File: src/rtl/cmp_arbiter.sv
// cmp_arbiter: shares one registered W-bit unsigned magnitude comparator
// between NREQ requesters with round-robin arbitration.
//
// Flow per request: IDLE (grant + capture operands) -> ISSUE (comparator
// samples cmp_a/cmp_b) -> WAIT (flags valid, build response) -> RESP
// (hold response until resp_ready).
//
// Ports:
//   clk, rst            clock, synchronous active-high reset
//   req_valid/ready     per-requester handshake (ready only in IDLE, one-hot)
//   req_a/req_b         packed operands, requester i at [i*W +: W]
//   req_cond            packed 3-bit condition codes
//   req_signed          per-requester two's-complement select
//   resp_valid/ready    response handshake
//   resp_id             index of the requester owning the response
//   resp_taken          evaluated condition
//   resp_flags          {eq,lt,gt,ge,le} from the comparator
//   cmp_a/cmp_b         registered comparator operands
//   cmp_eq..cmp_le      comparator flags, consumed only in WAIT
module cmp_arbiter #(
  parameter int NREQ = 2,
  parameter int W    = 32,
  parameter int IDW  = 3
) (
  input  logic              clk,
  input  logic              rst,
  input  logic [NREQ-1:0]   req_valid,
  output logic [NREQ-1:0]   req_ready,
  input  logic [NREQ*W-1:0] req_a,
  input  logic [NREQ*W-1:0] req_b,
  input  logic [NREQ*3-1:0] req_cond,
  input  logic [NREQ-1:0]   req_signed,
  output logic              resp_valid,
  input  logic              resp_ready,
  output logic [IDW-1:0]    resp_id,
  output logic              resp_taken,
  output logic [4:0]        resp_flags,
  output logic [W-1:0]      cmp_a,
  output logic [W-1:0]      cmp_b,
  input  logic              cmp_eq,
  input  logic              cmp_lt,
  input  logic              cmp_gt,
  input  logic              cmp_ge,
  input  logic              cmp_le
);

  localparam int PW = (NREQ > 1) ? $clog2(NREQ) : 1;

  typedef enum logic [1:0] {IDLE, ISSUE, WAIT, RESP} state_t;

  state_t          state_q, state_d;
  logic [PW-1:0]   rr_ptr_q;
  logic [PW-1:0]   gnt_q;
  logic [2:0]      cond_q;

  // Per-requester views of the packed operand buses.
  logic [NREQ-1:0][W-1:0] a_arr, b_arr;
  logic [NREQ-1:0][2:0]   cond_arr;
  assign a_arr    = req_a;
  assign b_arr    = req_b;
  assign cond_arr = req_cond;

  // Round-robin pick: lowest valid index >= rr_ptr if any, otherwise the
  // lowest valid index overall (the wrap-around case).
  logic          gnt_vld, hi_vld;
  logic [PW-1:0] gnt_idx, hi_idx, lo_idx;

  always_comb begin
    gnt_vld = 1'b0;
    hi_vld  = 1'b0;
    hi_idx  = '0;
    lo_idx  = '0;
    for (int i = NREQ - 1; i >= 0; i--) begin
      if (req_valid[i]) begin
        gnt_vld = 1'b1;
        lo_idx  = PW'(i);
        if (PW'(i) >= rr_ptr_q) begin
          hi_vld = 1'b1;
          hi_idx = PW'(i);
        end
      end
    end
    gnt_idx = hi_vld ? hi_idx : lo_idx;
  end

  logic accept;
  assign accept = (state_q == IDLE) && gnt_vld && !rst;

  always_comb begin
    req_ready = '0;
    if (accept) req_ready[gnt_idx] = 1'b1;
  end

  // Signed compare on an unsigned comparator: flipping the MSB of both
  // operands maps two's-complement order onto unsigned order.
  logic [W-1:0] smask;
  assign smask = {req_signed[gnt_idx], {(W-1){1'b0}}};

  logic taken;
  always_comb begin
    taken = 1'b0;
    case (cond_q)
      3'd0: taken = cmp_eq;
      3'd1: taken = !cmp_eq;
      3'd2: taken = cmp_lt;
      3'd3: taken = cmp_ge;
      3'd4: taken = cmp_gt;
      3'd5: taken = cmp_le;
      3'd6: taken = 1'b1;
      default: taken = 1'b0;
    endcase
  end

  always_comb begin
    state_d = state_q;
    case (state_q)
      IDLE:  if (gnt_vld) state_d = ISSUE;
      ISSUE: state_d = WAIT;
      WAIT:  state_d = RESP;
      RESP:  if (resp_ready) state_d = IDLE;
      default: state_d = IDLE;
    endcase
  end

  always_ff @(posedge clk) begin
    if (rst) state_q <= IDLE;
    else     state_q <= state_d;
  end

  always_ff @(posedge clk) begin
    if (rst) begin
      rr_ptr_q   <= '0;
      gnt_q      <= '0;
      cond_q     <= '0;
      cmp_a      <= '0;
      cmp_b      <= '0;
      resp_valid <= 1'b0;
      resp_id    <= '0;
      resp_taken <= 1'b0;
      resp_flags <= '0;
    end else begin
      if (accept) begin
        cmp_a    <= a_arr[gnt_idx] ^ smask;
        cmp_b    <= b_arr[gnt_idx] ^ smask;
        cond_q   <= cond_arr[gnt_idx];
        gnt_q    <= gnt_idx;
        rr_ptr_q <= (gnt_idx == PW'(NREQ - 1)) ? '0 : gnt_idx + 1'b1;
      end
      if (state_q == WAIT) begin
        resp_flags <= {cmp_eq, cmp_lt, cmp_gt, cmp_ge, cmp_le};
        resp_id    <= IDW'(gnt_q);
        resp_taken <= taken;
        resp_valid <= 1'b1;
      end
      if (state_q == RESP && resp_ready) resp_valid <= 1'b0;
    end
  end

endmodule

File: config.mk
export PLATFORM = sky130hd
export DESIGN_NAME = cmp_arbiter
export DESIGN_NICKNAME = d
export VERILOG_FILES = /design/src/rtl/cmp_arbiter.sv
export SDC_FILE = /design/constraint.sdc
export NUM_CORES = 1
export LEC_CHECK = 0
export CORE_UTILIZATION = 35
export CTS_BUF_LIST = sky130_fd_sc_hd__clkbuf_2 sky130_fd_sc_hd__clkbuf_4 sky130_fd_sc_hd__clkbuf_8
export CTS_CLUSTER_SIZE = 14
export DETAILED_ROUTE_END_ITERATION = 12
export GPL_TIMING_DRIVEN = 1
export PLACE_DENSITY = 0.86
export SLEW_MARGIN = 0
export SYNTH_ARGS = -nofsm -noshare
export SYNTH_HDL_FRONTEND = slang
export SYNTH_SLANG_ARGS = --single-unit
File: constraint.sdc
create_clock -name clk -period 1.4 [get_ports clk]
set_input_delay 0.28 -clock clk [delete_from_list [all_inputs] [get_ports clk]]
set_output_delay 0.28 -clock clk [all_outputs]
set_load 0.02 [all_outputs]
==> reports/results.ini, run 1 <==
[layout]
final_cells=810
antenna_cells=0
drive_gt1_share_pct=29.5
multiInputGateArea_mm2=0.00231
syn_to_final_growth_pct=93.8
finalNetCount=819
nFillCells=790
seqCellArea_mm2=0.00158
final_area_mm2=0.00716

[timing]
tightest_slew_ns=0.814
finalSetupTns_ns=-12.21
fmax_mhz=599
slew_headroom_pct=45.7
rsz0062_at_grt=yes
hold_viol=0
fin_ws_ns=-0.270
drv_slew=0
finalSetupViolCount=72
min_period_ns=1.67
clock_skew_ns=0.0104
hold_slack_ns=0.439
fin_crit_sh_pct=119

[run_status]
violations=negative setup slack
status=complete, but fails checks

[clock_network]
clockBufferDepth=2
cts_buffers=9
cts_tree=done
cts_sinks=79
clock-root-buffer=clkbuf_8
h-tree-depth=3
clk_pin_slew_ns=0.09
cts_hold_buf=0
clkLatencyLatePin_ns=0.36

[yosys]
yosysSeqAreaShare_pct=42.8
synthesis.area_mm2=0.00369
synth_top_area_share_pct=42.8
synth_most_common_cell=nand2_1
ys_seq_elements=79
synthFlopType=dfxtp_1
synth_edf_count=0
synth.top_cells.by_count=112 x nand2_1, 79 x dfxtp_1, 78 x nor2_1, 30 x a311oi_2, 25 x a311oi_1
synthTopCellsByArea=dfxtp_1 43%, a311oi_2 12%, nand2_1 11%
synthArstFlopShare_pct=0
post_synth_num_cell_types=36
yosysTopAreaCell=dfxtp_1
yosysWarnings=0
postSynthAreaPerCell_um2=8.75
synth_cells=422

[power_and_ir_drop]
sequentialPowerShare_pct=28.8
internal_power_mw=6.86
power_frac_comb_pct=53.4
power_density_mw_per_mm2=1550
p_clk_share_pct=17.8
p_sw_mw=4.24
leakagePower_nw=2.90
p_sw_share_pct=38.2
ir_worst_vdd_uv=744

[floorplan]
coreArea_mm2=0.0103
die_area_mm2=0.0110
die_w_um=105
die_height_um=105
io_pins=222
initial_utilization_pct=35.9
rows=37

[setup_path]
worst_ep_required_time_ns=1.12
critical_path_class=reg -> out
path_max_fanout=3
cp_slowest_stage_delay_ns=0.34
worstSetupEndpointType=primary output
r2r-end=cmp_a[17]
crit_chain=inv_2 -> ha_4 -> nand2_4 -> a211oi_4 -> buf_6
reg2regPathDepth=9
critical_path.startpoint_type=flop
crit_path_start=state_q[0]
r2r_start=state_q[0]
critPathSlowestCell=dfxtp_2
regToRegSetupSlack_ns=-0.22
arrival_ns=1.39

[global_routing]
grt-ovfl-total=0
antenna_found_initial=0
grt_pass1_wl_mm=21.8
grt_max_degree=55
grtUsageTotal_pct=25.2
first_global_vias=4373

[detailed_routing]
drt-pass1-iter-count=4
antenna_left=0
wl_per_cell_um=17.1
via_count=4171
routed_wl_mm=13.8
drt_iter0_drc=273
vias_per_cell=5.15
drc=0

[place]
hpwl_mm=8.57
placed_cells=767
gp_congestion=0.807
place_area_mm2=0.00610
port_buffers=219

[hold_path]
hold-path-endpoint=cmp_b[26]
min_delay_path_depth=3
hp-class=in -> reg
min-delay-start=rst

[flow_run]
cap_violations=0

-- worst max path at each step --
stage	cells after the start	to	slack, ns
detailed placement	4	req_ready[0]	-0.72
CTS	5	req_ready[0]	-0.32
global placement	5	req_ready[1]	-0.68
global route	5	req_ready[0]	-0.33
floorplan	7	cmp_b[10]	0.009
finish	5	req_ready[0]	-0.27
-- per-stage QoR --
step,setup WS [ns],power [mW],utilization [%]
4_1_cts,-0.323,11.1,69.9
3_5_place_dp,-0.719,7.62,59.4
2_1_floorplan,0.00907,5.63,-
3_3_place_gp,-0.677,7.46,59.4
5_1_grt,-0.328,11.7,69.6
6_report,-0.270,11.1,69.6
-- critical path: cells and delay by family, from the launching register on --
kind / cells / cell delay [ns]
flops: 1 / 0.34
buf+inv: 2 / 0.23
compound gates: 1 / 0.22
fa+ha+maj: 1 / 0.17
simple gates: 1 / 0.06
-- state kept, by name (all words and copies together) (netlist names) --
name / cells
cond_q: 3
resp_taken: 1
rr_ptr_q: 1
gnt_q: 1
cmp_b: 32
resp_valid: 1
cmp_a: 32
resp_id: 1
resp_flags: 5
state_q: 2
-- power groups by stage --
stage | logic [mW] | registers, mW | clock network, mW
2_1_floorplan | 1.95 | 3.68 | 0
3_5_place_dp | 4.49 | 3.13 | 0
6_report | 5.92 | 3.19 | 1.98
4_1_cts | 5.92 | 3.15 | 2.02
3_3_place_gp | 4.36 | 3.10 | 0
5_1_grt | 6.30 | 3.25 | 2.13
-- cells in the final DEF, fill, tap and decap left out, types with 2 or more instances in the layout --
master	n
a21oi_1	3
buf_4	22
nor2_4	24
clkdlybuf4s15_2	2
a21oi_2	2
nor2_1	33
nor2_2	22
clkdlybuf4s15_1	14
clkinv_4	3
o21ai_0	2
dfxtp_2	2
buf_16	6
clkbuf_8	10
a222oi_1	11
nand2_1	111
clkdlybuf4s50_1	142
and3_4	2
buf_8	3
dfxtp_1	77
xor2_1	2
xnor2_1	2
conb_1	2
a311oi_1	2
inv_2	2
dlygate4sd2_1	53
inv_1	2
bufinv_16	2
ha_1	2
mux2i_1	8
buf_12	12
buf_6	13
ha_4	2
a311oi_2	53
clkbuf_2	5
-- cell type report --
class | instances | area share [%]
timing repair buffer | 273 | 39.7
multi-input combinational | 302 | 32.3
sequential | 79 | 22.1
tap | 136 | 2.38
clock buffer | 10 | 1.92
clock inverter | 6 | 1.31
inverter | 4 | 0.210
-- cell families (layout without fill, tap and decap cells) --
logic type	count (synthesis)	in the layout	share of synthesized area, %
fa+ha+maj	4	4	1.36
simple gates	200	201	21.4
other cells	1	2	0.102
buf+inv	43	293	6.91
mux	9	9	2.47
flops	79	79	42.8
compound gates	82	82	24.0
xor+xnor	4	4	0.949
-- repair_timing --
item	in CTS	in global routing
gates cloned	13	0
endpoints found under the setup margin	152	90
setup buffers	19	5
pin swaps	61	17
hold endpoints to repair	0	0
gates resized for setup	207	60
-- routing by layer --
| metal | share of wire [%] | global-route usage, % | vias to the layer above |
|---|---|---|---|
| met5 | 0 | 0 | - |
| met4 | 2.4 | 10.8 | 0 |
| met3 | 6.5 | 6.61 | 26 |
| met2 | 52 | 45.5 | 178 |
| met1 | 40 | 27.9 | 1979 |
| li1 | - | - | 1988 |
Note: power is estimated with default switching activity, not from simulation.
==> inputs of run 2 (changes only) <==
- CTS_BUF_LIST: sky130_fd_sc_hd__clkbuf_2 sky130_fd_sc_hd__clkbuf_4 sky130_fd_sc_hd__clkbuf_8 -> sky130_fd_sc_hd__clkbuf_8
- PLACE_DENSITY: 0.86 -> unset
- PLACE_DENSITY_LB_ADDON: unset -> 0.25
==> run 2 against run 1 <==
- final cell count rose by 0.49%
- largest power group unchanged
- largest cell class unchanged
- via count fell by 2.2%
- the flow still finishes with violations (negative setup slack)
- power fell by 6.1%
- maximum frequency rose by 1.6%
- sequential cell count did not move
==> reports/results.ini, run 2 (synthesis gave the netlist of run 1 again) <==
[detailed_routing]
via_count=4080  ; was 4171
routed_wl_mm=13.0  ; was 13.8 mm
drt_iter0_drc=195  ; was 273
drt-pass1-iter-count=4  ; unchanged
antenna_left=0  ; unchanged
drc=0  ; unchanged
wl_per_cell_um=15.9  ; was 17.1 um
vias_per_cell=5.01  ; was 5.15

[power_and_ir_drop]
leakagePower_nw=2.93  ; was 2.90 nW
total_power_mw=10.4  ; was 11.1 mW
p_clk_share_pct=17.4  ; was 17.8%
ir_worst_vdd_uv=635  ; was 744 uV
p_sw_mw=3.83  ; was 4.24 mW
power_frac_comb_pct=53.1  ; was 53.4%
power_density_mw_per_mm2=1490  ; was 1550 mW/mm2
internal_power_mw=6.59  ; was 6.86 mW
sequentialPowerShare_pct=29.5  ; was 28.8%
p_sw_share_pct=36.7  ; was 38.2%

[floorplan]
die_height_um=105  ; unchanged
initial_utilization_pct=35.9  ; unchanged
io_pins=222  ; unchanged
die_area_mm2=0.0110  ; unchanged
die_w_um=105  ; unchanged
coreArea_mm2=0.0103  ; unchanged
rows=37  ; unchanged

[timing]
finalSetupTns_ns=-12.70  ; was -12.21 ns
fin_crit_sh_pct=117  ; was 119%
rsz0062_at_grt=yes  ; unchanged
finalSetupViolCount=69  ; was 72
fin_ws_ns=-0.244  ; was -0.270 ns
drv_slew=0  ; unchanged
clock_skew_ns=0.0105  ; was 0.0104 ns
slew_headroom_pct=53.2  ; was 45.7%
fmax_mhz=608  ; was 599 MHz
hold_viol=0  ; unchanged
tightest_slew_ns=0.702  ; was 0.814 ns
hold_slack_ns=0.284  ; was 0.439 ns
min_period_ns=1.64  ; was 1.67 ns

[layout]
syn_to_final_growth_pct=88.8  ; was 93.8%
mostFrequentLayoutCells=142 x clkdlybuf4s50_1, 111 x nand2_1, 77 x dfxtp_1  ; unchanged
finalNetCount=823  ; was 819
final_cells=814  ; was 810
top_regs=cmp_a: 32 flops, cmp_b: 32 flops, resp_flags: 5 flops  ; unchanged
antenna_cells=0  ; unchanged
final_common_cell=clkdlybuf4s50_1  ; unchanged
drive_gt1_share_pct=21.4  ; was 29.5%

[hold_path]
min-delay-start=rst  ; unchanged
hold-path-endpoint=state_q[1]  ; was cmp_b[26]
hp-class=in -> reg  ; unchanged
min_delay_path_depth=3  ; unchanged

[place]
gp_congestion=0.785  ; was 0.807
placed_cells=771  ; was 767
hpwl_mm=8.31  ; was 8.57 mm
dp_slack_ns=-0.688  ; was -0.719 ns
port_buffers=219  ; unchanged

[global_routing]
antenna_found_initial=0  ; unchanged
use_met3_pct=8.30  ; was 6.61%
busiest_layer=met2  ; unchanged
grt-ovfl-total=0  ; unchanged
gr-usage-met2_pct=40.6  ; was 45.5%
first_global_vias=4183  ; was 4373
met1_usage_pct=25.5  ; was 27.9%
grt_pass1_wl_mm=20.4  ; was 21.8 mm
grtUsageTotal_pct=23.2  ; was 25.2%
grt_max_degree=45  ; was 55

[run_status]
status=complete, but fails checks  ; unchanged
violations=negative setup slack  ; unchanged

[clock_network]
cts_buffers=9  ; unchanged
clk_pin_slew_ns=0.09  ; about the same
cts_sinks=79  ; unchanged
clock-root-buffer=clkbuf_8  ; unchanged
cts_tree=done  ; unchanged
cts_hold_buf=0  ; unchanged
clkLatencyLatePin_ns=0.35  ; was 0.36 ns
clockBufferDepth=2  ; unchanged
h-tree-depth=3  ; unchanged

[setup_path]
r2r_start=state_q[0]  ; unchanged
r2r-end=cmp_a[21]  ; was cmp_a[17]
arrival_ns=1.36  ; was 1.39 ns
worstSetupEndpointType=primary output  ; unchanged
regToRegSetupSlack_ns=-0.24  ; was -0.22 ns
critical_path.startpoint_type=flop  ; unchanged
critical_path_class=reg -> out  ; unchanged
worst_ep_required_time_ns=1.12  ; about the same
path_max_fanout=2  ; was 3
reg2regPathDepth=9  ; unchanged

[flow_run]
cap_violations=0  ; unchanged

-- run 2: changes by cell type in the layout (fill, tap and decap cells not counted), moves of 3 or more --
cell,before,now
a311oi_2,53,48
clkbuf_2,5,0
dlygate4sd2_1,53,71
nor2_2,22,1
clkinv_4,3,0
inv_1,2,5
nor2_4,24,2
buf_6,13,9
clkbuf_16,0,5
buf_12,12,9
nor2_1,33,76
buf_4,22,29
clkdlybuf4s15_1,14,2
a311oi_1,2,7
-- run 2: what timing repair did --
| action | 4_1_cts | 5_1_grt |
|---|---|---|
| setup endpoints to repair | 143 | 80 |
| pin swaps | 11 | 16 |
| resized for setup | 120 | 28 |
| setup buffers | 10 | 10 |
| cloned | 7 | 6 |
-- run 2: through the flow --
| step | instance area (um2) | util [%] |
|---|---|---|
| after CTS | 6700 | 65.2 |
| after detailed placement | 6170 | 60.0 |
| after floorplan | 3710 | - |
| final | 6970 | 67.8 |
| after global placement | 6170 | 60.0 |
| after global routing | 6970 | 67.8 |
-- run 2: power by group through the flow --
stage	Clock [mW]	Sequential, mW	Combinational (mW)
final	1.81	3.07	5.54
after global routing	1.96	3.14	5.92
after CTS	1.86	3.07	5.02
after detailed placement	0	3.13	4.50
after global placement	0	3.10	4.42
after floorplan	0	3.68	1.95
-- run 2: worst max path at each step --
stage	start	endpoint	slack, ns	depth (start not counted)
after floorplan	state_q[1]	cmp_b[10]	0.009	7
after detailed placement	req_valid[0]	req_ready[0]	-0.69	5
after global placement	req_valid[0]	req_ready[0]	-0.65	5
after global routing	state_q[0]	cmp_b[1]	-0.31	9
after CTS	state_q[1]	req_ready[0]	-0.31	6
final	state_q[0]	req_ready[0]	-0.24	5
-- run 2: critical path, cell delays in order, from the launching register on --
cell	delay (ns)
dfxtp_2	0.33
inv_2	0.07
ha_4	0.16
nand2_4	0.06
a211oi_4	0.22
buf_6	0.16
-- run 2: layout make-up --
cell class                 instances  area (um2)
inverter                           4        15.0
multi-input combinational        302        2080
clock inverter                     7        81.3
sequential                        79        1580
fill                             856        3310
timing repair buffer             277        2920
tap                              136         170
clock buffer                       9         124
-- run 2: metal layers --
layer	up-vias	wire length, um	part of all wire, %
li1	1992	-	-
met5	-	0	0
met1	1902	5150	40
met2	167	6410	49
met3	19	1140	8.8
met4	0	274	2.1
